`config.mk`:
```
export PLATFORM = sky130hd
export DESIGN_NAME = ysyx_22040386_trap_redirect_ctrl
export DESIGN_NICKNAME = d
export VERILOG_FILES = /design/src/rtl/ysyx_22040386_trap_redirect_ctrl.sv
export SDC_FILE = /design/constraint.sdc
export NUM_CORES = 1
export LEC_CHECK = 0
export BUFFER_PORTS_ARGS = -buffer_cell sky130_fd_sc_hd__buf_2
export CAP_MARGIN = 5
export CORE_AREA = 2 2 185 187
export DETAILED_ROUTE_END_ITERATION = 6
export DIE_AREA = 0 0 187 189
export GPL_ROUTABILITY_DRIVEN = 0
export PLACE_DENSITY = 0.66
export SLEW_MARGIN = 5
export SYNTH_ARGS = -nofsm -noshare
export SYNTH_HDL_FRONTEND = slang
export SYNTH_SLANG_ARGS = --single-unit
```
`constraint.sdc`:
```
create_clock -name clk -period 2 [get_ports clk]
set_input_delay 0 -clock clk [delete_from_list [all_inputs] [get_ports clk]]
set_output_delay 0 -clock clk [all_outputs]
set_load 0.005 [all_outputs]
```
`src/rtl/ysyx_22040386_trap_redirect_ctrl.sv`:
```
// Redirect sequencer for the execute stage: prioritises branch/ecall/mret/timer
// requests, drives the trap CSR update sequence and hands one PC to fetch.
module ysyx_22040386_trap_redirect_ctrl #(
  parameter int unsigned      XLEN         = 64,
  parameter logic [XLEN-1:0]  MCAUSE_TIMER = 64'h8000_0000_0000_0007,
  parameter logic [XLEN-1:0]  MCAUSE_ECALL = 64'd11
) (
  input  logic            clk,
  input  logic            rst_n,
  input  logic            commit_valid,
  input  logic [XLEN-1:0] commit_pc,
  input  logic            br_taken,
  input  logic [XLEN-1:0] br_target,
  input  logic            ecall,
  input  logic            mret,
  input  logic            timer_irq,
  input  logic [XLEN-1:0] csr_mtvec,
  input  logic [XLEN-1:0] csr_mepc,
  input  logic [XLEN-1:0] csr_mstatus,
  output logic            csr_wen,
  output logic [11:0]     csr_waddr,
  output logic [XLEN-1:0] csr_wdata,
  output logic            stall,
  output logic            redirect_valid,
  output logic [XLEN-1:0] redirect_pc,
  input  logic            redirect_ready
);

  localparam logic [11:0] ADDR_MEPC    = 12'h341;
  localparam logic [11:0] ADDR_MCAUSE  = 12'h342;
  localparam logic [11:0] ADDR_MSTATUS = 12'h300;

  typedef enum logic [2:0] {
    IDLE, WR_MEPC, WR_MCAUSE, WR_MSTATUS, REDIRECT
  } state_t;

  typedef enum logic [1:0] {
    K_TIMER, K_ECALL, K_MRET, K_BRANCH
  } kind_t;

  state_t          state_q, state_d;
  kind_t           kind_q, req_kind;
  logic [XLEN-1:0] snap_q, target_q, req_target;
  logic            timer_hit, accept;

  logic            wen_d, rv_d;
  logic [11:0]     waddr_d;
  logic [XLEN-1:0] wdata_d, rpc_d;

  // Low mtvec bits are the mode field; only direct mode is supported.
  logic unused_mtvec_mode;
  assign unused_mtvec_mode = ^csr_mtvec[1:0];

  function automatic logic [XLEN-1:0] trap_mstatus(input logic [XLEN-1:0] s);
    logic [XLEN-1:0] r;
    r        = s;
    r[7]     = s[3];
    r[3]     = 1'b0;
    r[12:11] = 2'b11;
    return r;
  endfunction

  function automatic logic [XLEN-1:0] mret_mstatus(input logic [XLEN-1:0] s);
    logic [XLEN-1:0] r;
    r        = s;
    r[3]     = s[7];
    r[7]     = 1'b1;
    r[12:11] = 2'b11;
    return r;
  endfunction

  // Request arbitration; a masked timer interrupt falls through to the next request.
  always_comb begin
    timer_hit  = timer_irq & csr_mstatus[3];
    accept     = (state_q == IDLE) & commit_valid & (timer_hit | ecall | mret | br_taken);
    req_kind   = K_BRANCH;
    req_target = br_target;
    if (timer_hit) begin
      req_kind   = K_TIMER;
      req_target = {csr_mtvec[XLEN-1:2], 2'b00};
    end else if (ecall) begin
      req_kind   = K_ECALL;
      req_target = {csr_mtvec[XLEN-1:2], 2'b00};
    end else if (mret) begin
      req_kind   = K_MRET;
      req_target = csr_mepc;
    end
  end

  assign stall = accept | (state_q != IDLE);

  // Next state plus the registered output values for that state.
  always_comb begin
    state_d = state_q;
    wen_d   = 1'b0;
    waddr_d = '0;
    wdata_d = '0;
    rv_d    = 1'b0;
    rpc_d   = '0;
    case (state_q)
      IDLE: begin
        if (accept) begin
          case (req_kind)
            K_TIMER, K_ECALL: begin
              state_d = WR_MEPC;
              wen_d   = 1'b1;
              waddr_d = ADDR_MEPC;
              wdata_d = commit_pc;
            end
            K_MRET: begin
              state_d = WR_MSTATUS;
              wen_d   = 1'b1;
              waddr_d = ADDR_MSTATUS;
              wdata_d = mret_mstatus(csr_mstatus);
            end
            default: begin
              state_d = REDIRECT;
              rv_d    = 1'b1;
              rpc_d   = br_target;
            end
          endcase
        end
      end
      WR_MEPC: begin
        state_d = WR_MCAUSE;
        wen_d   = 1'b1;
        waddr_d = ADDR_MCAUSE;
        wdata_d = (kind_q == K_TIMER) ? MCAUSE_TIMER : MCAUSE_ECALL;
      end
      WR_MCAUSE: begin
        state_d = WR_MSTATUS;
        wen_d   = 1'b1;
        waddr_d = ADDR_MSTATUS;
        wdata_d = trap_mstatus(snap_q);
      end
      WR_MSTATUS: begin
        state_d = REDIRECT;
        rv_d    = 1'b1;
        rpc_d   = target_q;
      end
      REDIRECT: begin
        if (redirect_ready) begin
          state_d = IDLE;
        end else begin
          rv_d  = 1'b1;
          rpc_d = target_q;
        end
      end
      default: state_d = IDLE;
    endcase
  end

  always_ff @(posedge clk or negedge rst_n) begin
    if (!rst_n) begin
      state_q        <= IDLE;
      kind_q         <= K_TIMER;
      snap_q         <= '0;
      target_q       <= '0;
      csr_wen        <= 1'b0;
      csr_waddr      <= '0;
      csr_wdata      <= '0;
      redirect_valid <= 1'b0;
      redirect_pc    <= '0;
    end else begin
      state_q        <= state_d;
      csr_wen        <= wen_d;
      csr_waddr      <= waddr_d;
      csr_wdata      <= wdata_d;
      redirect_valid <= rv_d;
      redirect_pc    <= rpc_d;
      if (accept) begin
        kind_q   <= req_kind;
        snap_q   <= csr_mstatus;
        target_q <= req_target;
      end
    end
  end

endmodule

```
==> metrics <==
DRC 0; maximum clock path buffer count 3; Hold Crit Start ecall; sequential share of the synthesized area 53.2%; Slew headroom between 60% and 70%; Slew @ Worst Pin slightly above 0.5 ns; post-route setup slack -0.0332 ns; CTS buffer count 28; CP startpoint kind input pin; Primary FF master, synth dfrtp_1; clock-pin slew on the worst setup and hold paths 0.06 ns; Buf/Inv on CP 5; most common cell in the netlist dfrtp_1; leakage power approximately 10 nW; clk sinks 264; Max Clock Freq ~490 MHz; first-pass GRT wire length ~68 mm; Final min period 2.03 ns; crit-path most repeated cell dlygate4sd3_1; Syn Area/Cell about 13 sq um; CTS tree done; pin count of the biggest net entering global routing 69; Hold EP kind_q[0]$_DFFE_PN0N_; # placed instances about 1800; Max Clock Skew 0.0194 ns; worst vdd ir between 0.0006 and 0.0007 V; hold-critical path depth 4; DR iter-0 viols 427; Seq cells post-synth 264; Worst setup EP type register; routed wire length per instance 20.6 um; period utilisation layout 102%; DIE AREA roughly 35000 sq um; reg2reg start state_q[1]$_DFFE_PN0P_; total chip power 22.2 mW; Setup violations, final 31; DP HPWL 26.5 mm; Slowest cell on crit path dlygate4sd3_1; Hold/Removal Path Class in2reg; worst path required time 2.42 ns; area of the core 33300 sq um; RSZ-0062 raised after global routing true; Reg area roughly 6600 sq um; Syn Inst Count 951; maxcap violations 0; vias per inst 5.03; CP top delay family buffers and inverters; Critical Path, Cell by Cell dlygate4sd3_1 > buf_2 > a21oi_4 > buf_6 > buf_12 > mux2_2 > dlygate4sd3_1 > mux2_4; status complete, but fails checks; Die H ~190 um; Rows 67; Worst EP arrival 2.46 ns; crit-path max FO 13; final WL 45.6 mm; Multi-input gate area 5560 sq um; reg-to-reg endpoint target_q[41]$_DFFE_PN0N_; failing checks setup timing; All-Layer GR Usage between 20% and 30%; R2R depth 5; Synth area leaders dfrtp_1 (53%), mux2_2 (20%), mux2i_1 (5.3%); final hold vios 0; CTS Root Cell clkbuf_16; via count 11100; Synth area leader dfrtp_1; area grow syn2layout 61.3%; Worst-Skew Late Latency 0.55 ns; number of global-route vias before repair 12000; H-Tree Depth 1; pwr dens about 1100 nW/um^2; drt first pass iters 4; # fillers 2489; WHS 0.0307 ns; Setup Total Neg Slack -0.295 ns; post-synthesis cell type count 36; initial antenna violation count 2; Starting Density 37.3%; Async S/R FF share, synth 100%; Critical Path Max Stage Delay 0.57 ns; PortBufs 459; Post-Layout Cell Count 2208; critical path class in2reg; Die X 187 um; top cells by count, synth dfrtp_1 (264), mux2_2 (221), mux2i_1 (66); Post-synth EDFFs 0; Final ANT Viol Nets 0; yosys warns 0; R2R Setup Slk -0.02 ns; Overflow after GRT 0; final layout net count 2065; Synth top area share 53.2%; Ports 471; Max Slew Vio Count 0; layout cell share with drive strength beyond 1 46.7%; Post-Syn Area 12400 sq um
## state kept, by name (all words and copies together) (netlist names), 2 cells and up
| register | cells |
|---|---|
| snap_q | 61 |
| redirect_pc | 64 |
| state_q | 3 |
| csr_waddr | 4 |
| csr_wdata | 64 |
| kind_q | 2 |
| target_q | 64 |
## where the power goes
part | internal, mW | total (mW) | switching [mW]
registers | 7.58 | 8.66 | 1.07
clock network | 3.51 | 5.70 | 2.19
logic | 4.48 | 7.85 | 3.37
total | 15.6 | 22.2 | 6.64
## tightest hold or removal path: stages
cell and delay [ns]:
buf_2 0.13, inv_1 0.05, a22oi_1 0.09, mux2_4 0.27
## kinds of logic (layout without fill, tap and decap cells)
group | count (synthesis) | count (layout) | share of synthesized area, %
other | 1 | 8 | 0.0302
AO/OA/AOI/OAI | 145 | 145 | 8.00
buffers and inverters | 86 | 888 | 4.07
flip-flops | 264 | 264 | 53.2
multiplexers | 317 | 317 | 28.9
AND/OR/NAND/NOR | 138 | 138 | 5.88
## cells in the final DEF, fill, tap and decap left out, drive strengths merged, types with 8 or more instances in the layout
| master | netlist | final |
|---|---|---|
| a22o | 64 | 64 |
| a21oi | 8 | 8 |
| dfrtp | 264 | 264 |
| dlygate4sd3 | 0 | 317 |
| buf | 44 | 510 |
| mux2i | 66 | 66 |
| and2 | 61 | 61 |
| mux2 | 251 | 251 |
| o21ai | 59 | 59 |
| nand2 | 59 | 59 |
| clkbuf | 38 | 45 |
## metrics by stage
| stage | cell area [sq um] | setup WS (ns) | util [%] |
|---|---|---|---|
| 2_1_floorplan | 12500 | -0.0966 | - |
| 3_3_place_gp | 15500 | 0.00790 | 46.5 |
| 3_5_place_dp | 15500 | -0.0264 | 46.5 |
| 4_1_cts | 19700 | -0.0391 | 59.2 |
| 5_1_grt | 20000 | -0.0874 | 60.2 |
| 6_report | 20000 | -0.0332 | 60.2 |
## routing by layer
metal	global-route usage [%]	vias up	part of all wire (%)
li1	-	4940	-
met1	29.2	5454	40
met2	42.1	560	48
met3	4.99	141	7.0
met4	12.3	2	5.0
met5	0	-	0.029
## worst max-delay path by stage
stage                                 startpoint                  endpoint  cells after the start
after floorplan           state_q[1]$_DFFE_PN0P_     kind_q[0]$_DFFE_PN0N_                      7
after global placement    state_q[1]$_DFFE_PN0P_     snap_q[4]$_DFFE_PN0N_                      5
after detailed placement  state_q[1]$_DFFE_PN0P_    snap_q[20]$_DFFE_PN0N_                      5
after CTS                 state_q[1]$_DFFE_PN0P_    snap_q[20]$_DFFE_PN0N_                      5
after global routing      state_q[1]$_DFFE_PN0P_  target_q[26]$_DFFE_PN0N_                      5
final                                  timer_irq  target_q[36]$_DFFE_PN0N_                      8
## layout make-up
class,instances,area share [%]
timing repair buffer,832,31.3
clock inverter,12,0.942
inverter,4,0.0749
sequential,264,33.0
antenna,1,0.0125
multi-input combinational,607,27.7
tap,448,2.80
clock buffer,40,4.13
## timing repair
item / CTS / global route
setup endpoints to repair: 94 / 173
setup buffers: 1 / 1
gates cloned: 0 / 5
pin swaps: 0 / 1
gates resized for setup: 1 / 55
endpoints found under the hold margin: 520 / 0
hold buffers: 318 / 0
Note: power is estimated with default switching activity, not from simulation.
